===== config.mk =====
export PLATFORM = sky130hd
export DESIGN_NAME = cfg_dump_unit
export DESIGN_NICKNAME = d
export VERILOG_FILES = /design/src/rtl/cfgdump_pkg.sv /design/src/rtl/crc32_word.sv /design/src/rtl/cfg_dump_unit.sv
export SDC_FILE = /design/constraint.sdc
export NUM_CORES = 1
export LEC_CHECK = 0
export CAP_MARGIN = 20
export CORE_MARGIN = 2
export CORE_UTILIZATION = 47
export CTS_CLUSTER_DIAMETER = 30
export CTS_CLUSTER_SIZE = 25
export DETAILED_ROUTE_END_ITERATION = 12
export DONT_BUFFER_PORTS = 1
export GPL_TIMING_DRIVEN = 0
export SLEW_MARGIN = 10
export SYNTH_ARGS = -nofsm -noshare
export SYNTH_HDL_FRONTEND = slang
export SYNTH_SLANG_ARGS = --single-unit

===== constraint.sdc =====
create_clock -name clk -period 13.66 [get_ports clk]
set_input_delay 1.366 -clock clk [delete_from_list [all_inputs] [get_ports clk]]
set_output_delay 1.366 -clock clk [all_outputs]
set_load 0.1 [all_outputs]

===== src/rtl/cfgdump_pkg.sv =====
// cfgdump_pkg: shared constants and types for the configuration dump unit.
// Holds the frame magic, CRC-32 parameters and the dump FSM state encoding.
package cfgdump_pkg;

    localparam logic [15:0] CFGDUMP_MAGIC = 16'hC5A7;

    localparam logic [31:0] CRC32_POLY   = 32'h04C1_1DB7;
    localparam logic [31:0] CRC32_INIT   = 32'hFFFF_FFFF;
    localparam logic [31:0] CRC32_XOROUT = 32'hFFFF_FFFF;

    typedef enum logic [1:0] {
        IDLE,
        HDR,
        DATA,
        CRC
    } dumpstate_t;

endpackage


===== src/rtl/crc32_word.sv =====
// crc32_word: combinational CRC-32 step over one WORDW-bit word, MSB first.
// Ports: crc_i (current CRC), word_i (word to absorb), crc_o (updated CRC).
module crc32_word
    import cfgdump_pkg::*;
#(
    parameter int WORDW = 32
) (
    input  logic [31:0]      crc_i,
    input  logic [WORDW-1:0] word_i,
    output logic [31:0]      crc_o
);

    logic [31:0] c;

    // Bit-serial non-reflected division, unrolled across the whole word.
    always_comb begin
        c = crc_i;
        for (int i = WORDW - 1; i >= 0; i--) begin
            if (c[31] ^ word_i[i]) begin
                c = {c[30:0], 1'b0} ^ CRC32_POLY;
            end else begin
                c = {c[30:0], 1'b0};
            end
        end
        crc_o = c;
    end

endmodule


===== src/rtl/cfg_dump_unit.sv =====
// cfg_dump_unit: read-only per-hart configuration discovery over APB and a CRC-framed stream.
// Ports: clk/reset_n; Cfg packed configs; APB slave (PSEL..PSLVERR); dump control
// (DumpReq, DumpHart, Busy); stream out (StrmValid, StrmReady, StrmData, StrmLast).
module cfg_dump_unit
    import cfgdump_pkg::*;
#(
    parameter int CFGW   = 64,
    parameter int WORDW  = 32,
    parameter int NHARTS = 1,
    parameter int AW     = 16
) (
    input  logic                   clk,
    input  logic                   reset_n,
    input  logic [NHARTS*CFGW-1:0] Cfg,
    input  logic                   PSEL,
    input  logic                   PENABLE,
    input  logic                   PWRITE,
    input  logic [AW-1:0]          PADDR,
    output logic [WORDW-1:0]       PRDATA,
    output logic                   PREADY,
    output logic                   PSLVERR,
    input  logic                   DumpReq,
    input  logic [6:0]             DumpHart,
    output logic                   Busy,
    output logic                   StrmValid,
    input  logic                   StrmReady,
    output logic [WORDW-1:0]       StrmData,
    output logic                   StrmLast
);

    localparam int unsigned NW    = (CFGW + WORDW - 1) / WORDW;
    localparam int unsigned NWP   = 1 << $clog2(NW);
    localparam int unsigned NH    = NHARTS;
    localparam int          BSH   = $clog2(WORDW / 8);
    localparam int          PADW  = NW * WORDW;
    localparam int          WIW   = $clog2(NW + 1);
    localparam logic [WIW-1:0] LASTW = WIW'(NW - 1);

    // Word w of hart h, zero-padded above CFGW. Callers guarantee h < NHARTS.
    function automatic logic [WORDW-1:0] cfg_word(
        input logic [6:0]  h,
        input int unsigned w
    );
        logic [PADW-1:0] pad;
        pad            = '0;
        pad[CFGW-1:0]  = Cfg[int'(h)*CFGW +: CFGW];
        return pad[w*WORDW +: WORDW];
    endfunction

    // ---------------- APB read window ----------------
    int unsigned      a_idx;
    int unsigned      a_h;
    int unsigned      a_w;
    logic [WORDW-1:0] a_data;
    logic             a_err;

    always_comb begin
        a_idx  = int'(PADDR) >> BSH;
        a_h    = a_idx / NWP;
        a_w    = a_idx % NWP;
        a_data = '0;
        a_err  = 1'b0;
        if (PWRITE || a_h >= NH) begin
            a_err = 1'b1;
        end else if (a_w < NW) begin
            a_data = cfg_word(7'(a_h), a_w);
        end
    end

    logic [WORDW-1:0] prdata_q;
    logic             pready_q;
    logic             pslverr_q;

    // One wait state: respond the cycle after the access phase is seen.
    always_ff @(posedge clk or negedge reset_n) begin
        if (!reset_n) begin
            prdata_q  <= '0;
            pready_q  <= 1'b0;
            pslverr_q <= 1'b0;
        end else if (PSEL && PENABLE && !pready_q) begin
            prdata_q  <= a_data;
            pready_q  <= 1'b1;
            pslverr_q <= a_err;
        end else begin
            pready_q  <= 1'b0;
            pslverr_q <= 1'b0;
        end
    end

    assign PRDATA  = prdata_q;
    assign PREADY  = pready_q;
    assign PSLVERR = pslverr_q;

    // ---------------- Dump stream ----------------
    dumpstate_t     state_q, state_d;
    logic [6:0]     hart_q, hart_d;
    logic           err_q, err_d;
    logic [WIW-1:0] widx_q, widx_d;
    logic [31:0]    crc_q, crc_d;
    logic [31:0]    crc_nx;
    logic [31:0]    hdr32;
    logic           hs;

    assign hdr32 = {CFGDUMP_MAGIC, err_q, hart_q, 8'(NW)};
    assign hs    = StrmValid && StrmReady;

    // Output word is a pure function of held state, so it is stable under stall.
    always_comb begin
        StrmData = '0;
        unique case (state_q)
            IDLE: StrmData = '0;
            HDR:  StrmData = WORDW'(hdr32);
            DATA: StrmData = cfg_word(hart_q, int'(widx_q));
            CRC:  StrmData = WORDW'(crc_q ^ CRC32_XOROUT);
            default: StrmData = '0;
        endcase
    end

    crc32_word #(
        .WORDW (WORDW)
    ) u_crc (
        .crc_i  (crc_q),
        .word_i (StrmData),
        .crc_o  (crc_nx)
    );

    always_comb begin
        state_d = state_q;
        hart_d  = hart_q;
        err_d   = err_q;
        widx_d  = widx_q;
        crc_d   = crc_q;
        unique case (state_q)
            IDLE: begin
                if (DumpReq) begin
                    state_d = HDR;
                    hart_d  = DumpHart;
                    err_d   = 32'(DumpHart) >= NH;
                    widx_d  = '0;
                    crc_d   = CRC32_INIT;
                end
            end
            HDR: begin
                if (hs) begin
                    crc_d   = crc_nx;
                    widx_d  = '0;
                    state_d = err_q ? CRC : DATA;
                end
            end
            DATA: begin
                if (hs) begin
                    crc_d = crc_nx;
                    if (widx_q == LASTW) begin
                        state_d = CRC;
                    end else begin
                        widx_d = widx_q + 1'b1;
                    end
                end
            end
            CRC: begin
                if (hs) begin
                    state_d = IDLE;
                end
            end
            default: state_d = IDLE;
        endcase
    end

    always_ff @(posedge clk or negedge reset_n) begin
        if (!reset_n) begin
            state_q <= IDLE;
            hart_q  <= '0;
            err_q   <= 1'b0;
            widx_q  <= '0;
            crc_q   <= CRC32_INIT;
        end else begin
            state_q <= state_d;
            hart_q  <= hart_d;
            err_q   <= err_d;
            widx_q  <= widx_d;
            crc_q   <= crc_d;
        end
    end

    assign Busy      = (state_q != IDLE);
    assign StrmValid = (state_q != IDLE);
    assign StrmLast  = (state_q == CRC);

endmodule

==> flow_metrics.tcl, run 1 <==
set metrics [dict create \
    clock_tree.root_cell "clkbuf_16" \
    postCtsSetupBuffers 0 \
    cp.arrival_ps 7330 \
    cts_num_sinks 78 \
    synth_nets 859 \
    grt_overflow_total 0 \
    hold_path_depth 2 \
    1st_pass_router_iterations 5 \
    fp.coreArea_um2 16500 \
    post_cts_resized 0 \
    hold_start "crc_q[13]" \
    cts_made_buffers 9 \
    slew_headroom_pct 20.6 \
    layout-area-overhead-vs-synth_pct 15.3 \
    mappedNetlistArea_um2 7890 \
    setup-violations-final 0 \
    grt_pass1_vias 6149 \
    endpoint_kind "flip-flop" \
    pin_count_of_the_biggest_net_entering_global_routing 79 \
    finalCriticalPeriod_ps 7040 \
    grt_setup_unrepaired "no" \
    fin_crit_sh_pct 51.6 \
    route.detailed.drc 0 \
    drt_first_iter_violations 403 \
    async_set_reset_flop_share_out_of_synthesis_pct 100 \
    start_kind "flip-flop" \
    route.vias.total 6101 \
    r2r_slack_ps 6620 \
    transition_time_of_the_tightest_slew_check_pin_ps 1190 \
    die-height_um 134 \
    synth_top_cells_by_count "xnor2_1 (131), nor2_1 (56), nand2_1 (52)" \
    dominantRegCellSynth "dfrtp_1" \
    antenna_found_initial 0 \
    worstRegToRegCells 15 \
    seq_area_frac_synth_pct 25.2 \
    ys_types 65 \
    initial_utilization_pct 47.8 \
    place_hpwl_um 19600 \
    fp.dieW_um 134 \
    worstPathRequired_ps 13940 \
    dp_cell_count 1007 \
    netlist.area_leader.share_pct 14.6 \
    timing.rr.start "state_q[1]" \
    max-cap-violations 0 \
    layoutNonFillerInstCount 1024 \
    cts_max_level 3 \
    fillerInstances 1441 \
    route.detailed.vias_per_inst 5.96 \
    setup_total_negative_slack_ps 0 \
    regToRegEndpoint "crc_q[14]" \
    synth_most_common_cell "xnor2_1" \
    min_to "crc_q[13]" \
    timing.hold.worst.class "reg -> reg" \
    synthesis.area_per_instance_um2 10.4 \
    track_usage_pct 27.7 \
    cts.path.max_buffers 2 \
    finalHoldViolations 0 \
    io_buffer_count 0 \
    netlist_instances 760 \
    clk_transition_reported_paths_ps 70 \
    final.setup_skew_ps 10.9 \
    netlist_top_cells_area "dfrtp_1 (15%), xnor2_1 (15%), dfstp_2 (11%)" \
    crit_fanout 11 \
    floorplan_die_area_um2 17800 \
    layout.nets 897 \
    detail_route.wl_per_cell_um 23.8 \
    synth_area_leader_cell "dfrtp_1" \
    synth_warnings 0 \
    grt_first_pass_wirelength_um 36900 \
    fmax_ghz 0.142 \
    ys_ff_latch 78 \
    criticalPathCategory "reg -> reg" \
    core.rowCount 47 \
    slew_violations 0 \
    ioPinCount 163 \
    totalWireLength_um 24400 \
    ctsHoldBuffers 0 \
    status "finished clean" \
    source_to_sink_clock_delay_at_the_later_pin_of_the_worst_skew_pair_ps 360 \
    gp_routability_congestion 0.967 \
    tritoncts "done" \
    drive_above_1_share_pct 23.8 \
    ant_nets 0 \
    synth-edff-count 0 \
]
==> registers in the layout, indices dropped and copies added, names as in the netlist <==
register	cells
PRDATA	32
crc_q	32
hart_q	7
state_q	2
widx_q	2
PREADY	1
PSLVERR	1
err_q	1
==> critical path, cell delays in order, from the launching register on <==
cell	delay, ps
dfrtp_1	460
clkinv_1	260
clkbuf_1	620
ha_1	270
clkbuf_1	570
inv_1	160
buf_2	250
clkbuf_2	550
o211ai_2	690
xor2_1	640
xnor3_1	480
xor2_4	370
xnor3_2	550
xnor2_4	400
xnor3_1	500
o22a_1	190
==> metrics by stage <==
step	hold WS [ps]	utilization, %	area [um2]	setup slack [ps]
after floorplan	473	-	7890	7540
after global placement	492	49.4	8170	6340
after detailed placement	502	53.0	8770	6830
after CTS	514	55.1	9100	6740
after global routing	528	55.1	9100	6340
final	511	55.1	9100	6620
==> area by class of cell <==
class	instances	area [um2]	share of cell area [%]
multi-input cells	623	5740	63.0
clock buffers	9	225	2.47
clock inverters	7	109	1.20
plain buffers	45	203	2.23
flip-flops and latches	78	1990	21.9
inverters	14	52.6	0.577
diodes	1	2.50	0.0275
well taps	220	275	3.02
repair buffers	27	505	5.55
==> metal layers <==
metal / GRT usage, % / vias up / share of wire (%)
met4: 9.28 / 0 / 2.6
met2: 44.3 / 244 / 47
met5: 0 / - / 0
met1: 37.3 / 3059 / 42
met3: 6.09 / 37 / 8.0
li1: - / 2761 / -
==> how the worst max path moves through the flow <==
stage / cells after the start / to / from
6_report: 15 / crc_q[14] / state_q[1]
5_1_grt: 16 / crc_q[26] / state_q[1]
4_1_cts: 16 / crc_q[26] / state_q[1]
3_5_place_dp: 16 / crc_q[26] / state_q[1]
3_3_place_gp: 13 / crc_q[14] / state_q[1]
2_1_floorplan: 13 / crc_q[12] / state_q[1]
==> cell families (layout without fill, tap and decap cells) <==
group,after synthesis,after routing,synth area share (%)
AOI/OAI and AO/OA,166,166,15.0
xor gates and xnor gates,234,234,37.2
adders and majority gates,5,5,0.793
buffers and inverters,59,102,3.22
DFF,78,78,25.2
muxes,71,71,9.59
other,0,1,0
and+or+nand+nor,147,147,8.94
==> cells in the final DEF, fill, tap and decap left out, drive strengths merged, types with 3 or more instances in the layout <==
master,Yosys,final
xor2,44,44
and4,11,11
xor3,10,10
xnor3,34,34
dfrtp,46,46
mux2i,37,37
dfstp,32,32
a211oi,11,11
nand2b,7,7
xnor2,146,146
buf,16,43
or4,3,3
a2bb2oi,5,5
mux2,34,34
inv,13,18
nand2,52,52
a222oi,4,4
o211ai,5,5
o21ai,49,49
a31oi,3,3
a211o,7,7
nor2,56,56
clkbuf,29,38
a21oi,43,43
o22a,16,16
ha,5,5
a2111oi,8,8
nand4,6,6
Power of run 1 is left out: the tool's default activity adds up to more than one toggle a clock period on the data nets, which glitch-free logic cannot reach.
==> run 2: changes to the inputs <==
==> constraint.sdc (replaced) <==
create_clock -name clk -period 6.6 [get_ports clk]
set_input_delay 0.66 -clock clk [delete_from_list [all_inputs] [get_ports clk]]
set_output_delay 0.66 -clock clk [all_outputs]
set_load 0.1 [all_outputs]
==> run 2 against run 1 <==
  * Setup slack worse by 6300 ps
  * Flip-flop and latch count stayed put
  * First-iteration DRC count is 11% higher
  * Count of clock-buffer cells in the layout stayed put
  * Non-clock buffer count stayed put
  * Hold slack worse by 360 ps
  * Final cell count hardly changed
==> flow_metrics.tcl, run 2 (synthesis results as in run 1) <==
set metrics [dict create \
    core.rowCount 47 \
    critPathSlowestCell "xnor2_1" \
    setup-violations-final 0 \
    crit_fanout 20 \
    route.detailed.vias_per_inst 5.97 \
    track_usage_pct 27.8 \
    fmax_ghz 0.159 \
    tritoncts "done" \
    grt_setup_unrepaired "no" \
    slew_headroom_pct 20.6 \
    cts_num_sinks 78 \
    cts_made_buffers 9 \
    endpoint_kind "flip-flop" \
    path_buf_inv 5 \
    source_to_sink_clock_delay_at_the_later_pin_of_the_worst_skew_pair_ps 350 \
    status "finished clean" \
    fp.coreArea_um2 16500 \
    worst_path_largest_cell_delay_ps 650 \
    pin_count_of_the_biggest_net_entering_global_routing 47 \
    setup_total_negative_slack_ps 0 \
    antenna_found_initial 0 \
    grt_pass1_vias 6149 \
    final.setup_skew_ps 10.2 \
    start_kind "flip-flop" \
    worstPathRequired_ps 6880 \
    dp_cell_count 1007 \
    layout-area-overhead-vs-synth_pct 15.9 \
    floorplan_die_area_um2 17800 \
    finalHoldViolations 0 \
    cp_cell_sequence "clkinvlp_4 > ha_1 > clkbuf_1 > inv_1 > buf_2 > clkbuf_4 > nand4_1 > o211ai_4 > xor2_1 > xnor2_1 > xnor3_1 > xor3_1 > xnor2_1 > xnor2_1 > xnor3_1 > o22a_1" \
    1st_pass_router_iterations 6 \
    criticalPathCategory "reg -> reg" \
    clock_tree.root_cell "clkbuf_16" \
    cp.arrival_ps 6560 \
    cts_max_level 3 \
    fp.dieW_um 134 \
    timing.hold.worst.class "in -> async" \
    route.detailed.drc 0 \
    totalWireLength_um 24500 \
    cp_common_cell "xnor2_1" \
    grt_overflow_total 0 \
    critical-path-top-delay-family "XOR/XNOR gates" \
    place_hpwl_um 19600 \
    place_worst_setup_slack_ps -228 \
    die-height_um 134 \
    clk_transition_reported_paths_ps 70 \
    setup_slack_ps 325 \
    fin_crit_sh_pct 95.1 \
    ioPinCount 163 \
    insertedDiodeCount 0 \
    initial_utilization_pct 47.8 \
    drive_above_1_share_pct 24.2 \
    gp_routability_congestion 0.967 \
    cts.path.max_buffers 2 \
    slew_violations 0 \
    most-common-layout-cells "xnor2_1 (131), nand2_1 (52), o21ai_0 (48)" \
    route.vias.total 6111 \
    finalCriticalPeriod_ps 6270 \
    layoutNonFillerInstCount 1023 \
    max-cap-violations 0 \
    drt_first_iter_violations 447 \
    layout_commonest_cell "xnor2_1" \
    grt_first_pass_wirelength_um 37000 \
    ant_nets 0 \
    detail_route.wl_per_cell_um 23.9 \
    layout.nets 897 \
    transition_time_of_the_tightest_slew_check_pin_ps 1190 \
    io_buffer_count 0 \
]
## run 2: worst paths after layout
kind | startpoint | to | slack, ps | depth (start not counted)
min | reset_n | PRDATA[19] | 150 | 1
max | state_q[1] | crc_q[11] | 330 | 16
max in group asynchronous | reset_n | hart_q[3] | 6230 | 1
min in group clk | DumpHart[0] | hart_q[0] | 450 | 1
max reg2reg | state_q[1] | crc_q[11] | 330 | 16
min reg2reg | crc_q[13] | crc_q[13] | 510 | 2
## run 2: area by class of cell
| type | count | area [um2] |
|---|---|---|
| Clock buffer | 9 | 225 |
| Tap cell | 220 | 275 |
| Timing Repair Buffer | 28 | 533 |
| Multi-Input combinational cell | 623 | 5750 |
| Clock inverter | 7 | 109 |
| Buffer | 44 | 201 |
| Sequential cell | 78 | 1990 |
| Inverter | 14 | 56.3 |
| Fill cell | 1438 | 7380 |
## run 2: metal layers
layer  wire (um)  track usage [%]  part of all wire (%)  vias to the layer above
met1       10500             37.6                    43                     3053
met5           0                0                     0                        -
li1            -                -                     -                     2757
met3        1850             6.32                   7.6                       38
met4         617             9.10                   2.5                        0
met2       11500             44.3                    47                      263
## run 2: timing repair
| item | in CTS | in global routing |
|---|---|---|
| endpoints found under the setup margin | 15 | 15 |
| endpoints found under the hold margin | 46 | 0 |
| buffers inserted | 0 | 0 |
| hold buffers | 1 | 0 |
| resized for setup | 2 | 2 |
## run 2: stage by stage
step	cell area [um2]	util, %	hold WS [ps]
after floorplan	7890	-	364
after global placement	8170	49.4	366
after detailed placement	8770	53.0	366
after CTS	9140	55.3	146
after global routing	9150	55.3	138
final	9150	55.3	150
Power of run 2 is left out for the same reason.
